[src/rtl/dispense_ctrl.sv]
// dispense_ctrl: keypad-driven grain order builder, validator and timed valve driver
module dispense_ctrl #(
  parameter int TICKS_PER_UNIT = 25000000,
  parameter int MAX_QTY = 20,
  parameter int DONE_HOLD = 50000000
) (
  input  logic       CLK,
  input  logic       RST,
  input  logic       key_valid,
  input  logic [3:0] key_code,
  output logic [2:0] valve,
  output logic       busy,
  output logic       done,
  output logic       err,
  output logic [1:0] product,
  output logic [7:0] qty_bcd,
  output logic [2:0] state
);
  localparam int TW = TICKS_PER_UNIT > 1 ? $clog2(TICKS_PER_UNIT) : 1;
  localparam int DW = DONE_HOLD > 1 ? $clog2(DONE_HOLD) : 1;
  localparam logic [TW-1:0] T_LAST = TW'(TICKS_PER_UNIT - 1);
  localparam logic [DW-1:0] D_LAST = DW'(DONE_HOLD - 1);
  localparam logic [6:0] MQ = 7'(MAX_QTY);
  typedef enum logic [2:0] {IDLE = 3'd0, QTY = 3'd1, DISPENSE = 3'd2, DONE = 3'd3} state_t;
  state_t st;
  logic [1:0] cnt;
  logic [6:0] units;
  logic [TW-1:0] tick;
  logic [DW-1:0] hold;
  logic [6:0] qty_bin;
  logic is_digit, is_grain;
  assign state = st;
  assign qty_bin = {3'b0, qty_bcd[7:4]} * 7'd10 + {3'b0, qty_bcd[3:0]};
  assign is_digit = key_code <= 4'd9;
  assign is_grain = key_code inside {4'hA, 4'hB, 4'hC};
  always_ff @(posedge CLK) begin
    err <= 1'b0;
    if (RST) begin
      st <= IDLE;
      valve <= '0;
      busy <= 1'b0;
      done <= 1'b0;
      product <= '0;
      qty_bcd <= '0;
      cnt <= '0;
      units <= '0;
      tick <= '0;
      hold <= '0;
    end else begin
      case (st)
        IDLE: if (key_valid && is_grain) begin
          product <= 2'(key_code - 4'hA);
          qty_bcd <= '0;
          cnt <= '0;
          st <= QTY;
        end
        QTY: if (key_valid) begin
          if (is_digit) begin
            if (cnt == 2'd2) err <= 1'b1;
            else begin
              qty_bcd <= {qty_bcd[3:0], key_code};
              cnt <= cnt + 2'd1;
            end
          end else if (is_grain) begin
            product <= 2'(key_code - 4'hA);
          end else if (key_code == 4'hE) begin
            qty_bcd <= '0;
            cnt <= '0;
            st <= IDLE;
          end else if (key_code == 4'hF) begin
            if (qty_bin == 7'd0 || qty_bin > MQ) begin
              err <= 1'b1;
              qty_bcd <= '0;
              cnt <= '0;
            end else begin
              units <= qty_bin;
              tick <= '0;
              valve <= 3'b001 << product;
              busy <= 1'b1;
              st <= DISPENSE;
            end
          end
        end
        DISPENSE: if (tick == T_LAST && units == 7'd1) begin
          tick <= '0;
          units <= '0;
          valve <= '0;
          done <= 1'b1;
          hold <= '0;
          st <= DONE;
        end else if (key_valid && key_code == 4'hE) begin
          err <= 1'b1;
          qty_bcd <= '0;
          valve <= '0;
          busy <= 1'b0;
          st <= IDLE;
        end else begin
          tick <= tick == T_LAST ? '0 : tick + TW'(1);
          units <= tick == T_LAST ? units - 7'd1 : units;
        end
        DONE: if (hold == D_LAST) begin
          qty_bcd <= '0;
          done <= 1'b0;
          busy <= 1'b0;
          st <= IDLE;
        end else begin
          hold <= hold + DW'(1);
        end
        default: st <= IDLE;
      endcase
    end
  end
endmodule

[config.mk]
export PLATFORM = sky130hd
export DESIGN_NAME = dispense_ctrl
export DESIGN_NICKNAME = d
export VERILOG_FILES = /design/src/rtl/dispense_ctrl.sv
export SDC_FILE = /design/constraint.sdc
export NUM_CORES = 1
export LEC_CHECK = 0
export ABC_AREA = 1
export ABC_CLOCK_PERIOD_IN_PS = 3400
export CORE_MARGIN = 3
export CORE_UTILIZATION = 44
export CTS_BUF_LIST = sky130_fd_sc_hd__clkbuf_8
export DETAILED_ROUTE_END_ITERATION = 6
export GPL_TIMING_DRIVEN = 0
export HOLD_SLACK_MARGIN = 0.05
export MAX_ROUTING_LAYER = met4
export PLACE_DENSITY_LB_ADDON = 0.1
export SYNTH_ARGS = -nofsm -noshare
export SYNTH_HDL_FRONTEND = slang
export SYNTH_SLANG_ARGS = --single-unit
[constraint.sdc]
create_clock -name CLK -period 3.4 [get_ports CLK]
set_input_delay 0.34 -clock CLK [delete_from_list [all_inputs] [get_ports CLK]]
set_output_delay 0.34 -clock CLK [all_outputs]
set_load 0.02 [all_outputs]
==> reports/summary.txt <==
Mean area per synthesized cell -> 6.10 um^2
Post-CTS Resized -> 0
Root buffer cell -> clkbuf_8
Post-Place Setup Slack -> 0.582 ns
GRT Max-Usage Layer -> met2
Reg2Reg Setup Slack -> 0.60 ns
Nets -> 975
RD Place Congestion -> 0.958
Pleak -> 2.48 nW
Die Span X -> 119 um
GR Util met3 -> 4.40%
First-pass DRT Iterations -> 5
Layout area overhead -> 12.0%
Hold path start -> done
R2R Path Start -> qty_bcd[5]
Initial antenna violation count -> 0
Reg2reg end -> tick[15]
# clock sinks -> 78
Post-route setup TNS -> 0 ns
Vias in the first global route -> 5108
Number of DRC markers in iteration 0 -> 285
Vias -> 5526
Mapped Nets -> 940
Number of nets with antenna violations after routing -> 0
CP Launch Point -> qty_bcd[5]
Final Hold Violating Endpoints -> 0
Clock buffer depth -> 2
Crit path kind -> flop to flop
Commonest non-fill, non-tap cell in the layout -> nand2_1
Seq/Total Area, Yosys -> 27.9%
Global Route Usage Sum -> 21.7%
Worst reg2reg path depth -> 15
Max Freq -> 0.357 GHz
Hold Crit Depth -> 2
Max-Cap Viols -> 0
CP Launch Type -> flop
Yosys top cell area share -> 27.9%
Final HPWL DP -> 11200 um
Required @ worst endpoint -> 3.64 ns
Fin. max-slew vios -> 0
Post-Synthesis Cells -> 916
Hold_buf cts -> 0
Port Buffer Count -> 24
Unrepaired setup endpoints after global routing -> false
Remaining Overflow, GRT -> 0
Num CTS Buffers -> 9
Wire length per cell -> 12.8 um
Worst IR Drop VDD -> 0.476 mV
WL final -> 14400 um
Setup Buffers After CTS -> 0
Clock Latency Late Sink -> 0.38 ns
Met1 Usage GRT -> 29.4%
Skew final -> 0.0137 ns
Sink of the worst hold path -> done
Syn Std Cell Area -> 5590 um^2
N_diodes -> 0
Critical path capture point type -> flop
Synth area leaders -> dfxtp_1, nand2_1, nor2_1
M2 GR Usage -> 33.3%
Via density -> 4.92
Synth unique cells -> 43
Min Tclk post-route -> 2.80 ns
Core ar. -> 12200 um^2
Final period util -> 82.5%
Initial Utilization -> 45.8%
Io pins -> 26
Status -> completed
CP arrival -> 3.04 ns
Final setup fails -> 0
CP Max Fanout -> 10
Leading area contributor after synthesis -> dfxtp_1
Die ar. -> 14100 um^2
Htree depth -> 3
Share of post-route cells with drive strength above 1 -> 7.74%
Largest net degree at the start of global routing -> 14
Global-route wire length before repair -> 24600 um
Site Rows -> 40
Register bit total from synthesis -> 78
Max transition margin -> 63.0%
CTS clk-pin slew, worst paths -> 0.08 ns
Final worst slack -> 0.596 ns
Pwr dens -> 732 nW/um^2
Syn. warnings -> 0
DRC viols -> 0
Die Ht -> 119 um
Commonest non-fill, non-tap cells in the layout -> nand2_1, nor2_1, inv_1
CTS tree -> done
Least-Margin Pin Slew -> 0.556 ns
Hold WC Path Type -> flop to flop
==> worst max-delay path by stage <==
| stage | depth (start not counted) | slack, ns | to |
|---|---|---|---|
| after floorplan | 16 | 0.81 | tick[8] |
| after global placement | 15 | 0.64 | tick[21] |
| after detailed placement | 14 | 0.58 | tick[17] |
| after CTS | 14 | 0.57 | tick[17] |
| after global routing | 14 | 0.33 | tick[19] |
| final | 15 | 0.60 | tick[15] |
==> stage by stage <==
| step | cells | utilization [%] | power (mW) | cell area (um^2) | hold WS (ns) |
|---|---|---|---|---|---|
| floorplan | 916 | - | 3.16 | 5590 | 0.456 |
| global placement | 1108 | 49.5 | 3.81 | 6040 | 0.473 |
| detailed placement | 1108 | 49.5 | 3.83 | 6040 | 0.459 |
| CTS | 1124 | 51.3 | 4.64 | 6260 | 0.481 |
| global route | 1124 | 51.3 | 5.03 | 6260 | 0.510 |
| finish | 1124 | 51.3 | 4.59 | 6260 | 0.484 |
==> worst max-delay path, stage by stage (launching register included) <==
cell     delay, ns
dfxtp_1       0.44
ha_1          0.27
ha_1          0.19
inv_1         0.06
fa_1          0.44
nor2_1        0.16
nand2_1       0.07
nand2_1       0.09
nand3_2       0.09
inv_2         0.06
nand2_2       0.11
nand2_4       0.11
nand3_2       0.18
buf_2         0.25
nand2_1       0.07
a21oi_1       0.06
==> area by class of cell <==
cell class	count	area (um^2)
flip-flops and latches	78	1560
well taps	168	210
fillers	1344	5950
plain buffers	28	161
multi-input cells	717	3520
clock buffers	10	138
clock inverters	6	85.1
inverters	93	350
repair buffers	24	240
==> sequential cells by signal, indices dropped and copies added, names as in the netlist, 2 cells and up <==
name,count
valve,3
cnt,2
hold,26
tick,25
qty_bcd,8
state,2
product,2
units,7
==> cells in the mapped netlist, drive strengths merged <==
library cell    n
a21boi          2
fa              2
nor3           23
a211oi          1
o22ai           3
o21ai          17
dfxtp          78
nand2         290
nor2          167
buf            14
clkinv          4
and2            1
nand3b          6
ha             15
conb            1
nand4          23
a21oi          57
xor2           18
or2             7
and3            1
o211a           1
xnor2           8
inv            89
a21o            3
clkbuf         14
nand3          71
==> layer usage <==
layer	routed length (um)	vias up	part of all wire [%]
li1	-	2977	-
met1	7330	2446	51
met2	6340	87	44
met3	538	16	3.7
met4	194	0	1.3
met5	0	-	0
==> cells by family (layout without fill, tap and decap cells) <==
family / Yosys count / count (layout) / synth area share (%)
adders and majority gates: 17 / 17 / 4.07
buffers and inverters: 121 / 161 / 9.15
AOI/OAI and AO/OA: 84 / 84 / 8.08
DFF: 78 / 78 / 27.9
and+or+nand+nor: 589 / 589 / 46.6
other: 1 / 1 / 0.0671
xor gates and xnor gates: 26 / 26 / 4.07
==> report_power, final <==
group	leakage, nW	switching, mW	internal [mW]	total (mW)
registers	0.632	0.149	1.07	1.21
clock network	0.114	0.360	0.432	0.792
logic	1.74	1.65	0.935	2.58
Power figures use the tool's default switching activity.
==> patch: new RTL, config.mk and constraints unchanged <==
`DONE_HOLD`: 50000000 -> 100000000.
--- a/src/rtl/dispense_ctrl.sv
+++ b/src/rtl/dispense_ctrl.sv
@@ -2,7 +2,7 @@
 module dispense_ctrl #(
   parameter int TICKS_PER_UNIT = 25000000,
   parameter int MAX_QTY = 20,
-  parameter int DONE_HOLD = 50000000
+  parameter int DONE_HOLD = 100000000
 ) (
   input  logic       CLK,
   input  logic       RST,
Behaviour: same outputs for any inputs over 4 cycles, from zero or initial values and one cycle with RST high; that may be too few to reach the edited logic, so the function may still have changed.
==> patch against the unedited design <==
- routed wire length up 11%
- global-route usage down 0.35 points
- power down 22%
- utilization down 0.52 points
- sequential share of layout area down 1.9 points
- area after synthesis up 11%
- die area up 10%
- non-clock buffer count up 4
- first-iteration DRC count up 35%
- sequential cell count up 1
- final area up 9.5%
- worst setup slack worse by 0.048 ns
- critical path depth up 1
- cell count up 5.0%
==> patch: results (changes against the unedited design) <==
\begin{tabular}{lr}
\hline
Metric & Value \\
\hline
\multicolumn{2}{l}{\textbf{Run status}} \\
Result of the run & completed (unchanged) \\
\multicolumn{2}{l}{\textbf{Layout}} \\
Fraction of final layout cells sized beyond drive strength 1 & 14.2\% (was 7.74\%) \\
Regs by FF count & hold: 27 flops, tick: 25 flops, qty\_bcd: 8 flops (was hold: 26 flops, tick: 25 flops, qty\_bcd: 8 flops) \\
\multicolumn{2}{l}{\textbf{Detailed routing}} \\
Drt initial violations & 385 (was 285) \\
Number of vias per cell & 5.03 (was 4.92) \\
Wire per inst & 13.6 um (was 12.8 um) \\
\multicolumn{2}{l}{\textbf{Hold path}} \\
End point of the most critical hold path & hold[26] (was done) \\
Start point of the worst hold path & hold[26] (was done) \\
\multicolumn{2}{l}{\textbf{Worst setup path}} \\
Kind of cell adding the most delay to the critical path & simple AND/OR/NAND/NOR gates (was adder cells) \\
Reg2reg path depth & 16 (was 15) \\
Arrival time of data at the critical path endpoint & 3.13 ns (was 3.04 ns) \\
Capturing point of the worst reg2reg path & valve[0] (was tick[15]) \\
Setup slack of the most critical reg-to-reg path & 0.55 ns (was 0.60 ns) \\
\multicolumn{2}{l}{\textbf{Global routing}} \\
Global router's overall resource usage & 21.4\% (was 21.7\%) \\
Via count of the first global-routing pass & 5565 (was 5108) \\
\multicolumn{2}{l}{\textbf{Yosys}} \\
Number of distinct standard cells referenced by the synthesized netlist & 41 (was 43) \\
Net Count, Synth & 989 (was 940) \\
Leading cell types by total area after synthesis & sky130\_fd\_sc\_hd\_\_dfxtp\_1 25\%, sky130\_fd\_sc\_hd\_\_nand2\_1 17\%, sky130\_fd\_sc\_hd\_\_nor2\_1 10\%, sky130\_fd\_sc\_hd\_\_nand3\_1 6.6\%, sky130\_fd\_sc\_hd\_\_inv\_1 4.5\% (was sky130\_fd\_sc\_hd\_\_dfxtp\_1 28\%, sky130\_fd\_sc\_hd\_\_nand2\_1 19\%, sky130\_fd\_sc\_hd\_\_nor2\_1 11\%, sky130\_fd\_sc\_hd\_\_nand3\_1 5.7\%, sky130\_fd\_sc\_hd\_\_inv\_1 5.5\%) \\
\multicolumn{2}{l}{\textbf{Pwr}} \\
Peak ir drop on the vdd network & 339 uV (was 476 uV) \\
Net Sw Power & 0.00158 W (was 0.00215 W) \\
\multicolumn{2}{l}{\textbf{STA}} \\
Setup clock skew after layout & 0.00695 ns (was 0.0137 ns) \\
Worst rel slew slack & 48.1\% (was 63.0\%) \\
\multicolumn{2}{l}{\textbf{Place}} \\
Routability congestion estimate from global placement & 0.900 (was 0.958) \\
Half-perimeter wire length of the detailed placement result & 12.4 mm (was 11.2 mm) \\
Port Buf Inserts & 23 (was 24) \\
\hline
\end{tabular}
-- patch: how the worst max path moves through the flow --
stage                     startpoint  endpoint  slack [ns]
after detailed placement  qty_bcd[7]  valve[1]        0.54
final                     qty_bcd[7]  valve[0]        0.55
after floorplan           qty_bcd[7]  valve[0]        0.72
after global placement    qty_bcd[7]  valve[0]        0.56
after global routing      qty_bcd[5]  valve[0]        0.36
after CTS                 qty_bcd[7]  valve[0]        0.52
-- patch: cells by family after synthesis --
group / count (synthesis) / synth area share, %
simple gates: 644 / 49.0
buf+inv: 119 / 9.94
other cells: 1 / 0.0605
compound gates: 76 / 7.77
fa+ha+maj: 17 / 3.67
flops: 79 / 25.5
xor+xnor: 29 / 4.09
-- patch: layer usage --
| layer | GRT usage (%) | wire length [um] | share of wire (%) | vias up |
|---|---|---|---|---|
| met4 | 6.45 | 262 | 1.6 | 0 |
| met1 | 30.1 | 8230 | 51 | 2644 |
| met2 | 32.0 | 6790 | 42 | 149 |
| li1 | - | - | - | 3123 |
| met5 | - | 0 | 0 | - |
| met3 | 2.79 | 734 | 4.6 | 15 |
-- patch: power by group through the flow --
| stage | clock (W) | combinational (W) | sequential (W) |
|---|---|---|---|
| 2_1_floorplan | 0 | 0.00134 | 0.00113 |
| 3_3_place_gp | 0 | 0.00177 | 0.00110 |
| 3_5_place_dp | 0 | 0.00177 | 0.00110 |
| 4_1_cts | 0.000774 | 0.00178 | 0.00108 |
| 5_1_grt | 0.000807 | 0.00197 | 0.00109 |
| 6_report | 0.000753 | 0.00177 | 0.00108 |
-- patch: area by class of cell --
class                           instances  area, um2
Inverter                               86        339
Clock buffer                            9        124
Sequential cell                        79       1580
Timing Repair Buffer                   23        230
Tap cell                              176        220
Buffer                                 33        278
Fill cell                            1404       6650
Clock inverter                          7       78.8
Multi-Input combinational cell        767       4010
-- patch: worst reg2reg max path: cells and delay by family, from the launching register on --
family	cells	cell delay (ns)
fa+ha+maj	3	0.92
simple gates	10	1.03
flops	1	0.45
buf+inv	3	0.36
-- patch: stage by stage --
stage	hold WS, ns	area, um2	setup slack [ns]	total power (W)	utilization, %
floorplan	0.457	6200	0.716	0.00247	-
global placement	0.471	6650	0.559	0.00288	49.3
detailed placement	0.479	6650	0.540	0.00287	49.3
CTS	0.494	6860	0.518	0.00363	50.8
global route	0.526	6860	0.356	0.00387	50.8
finish	0.496	6860	0.548	0.00360	50.8
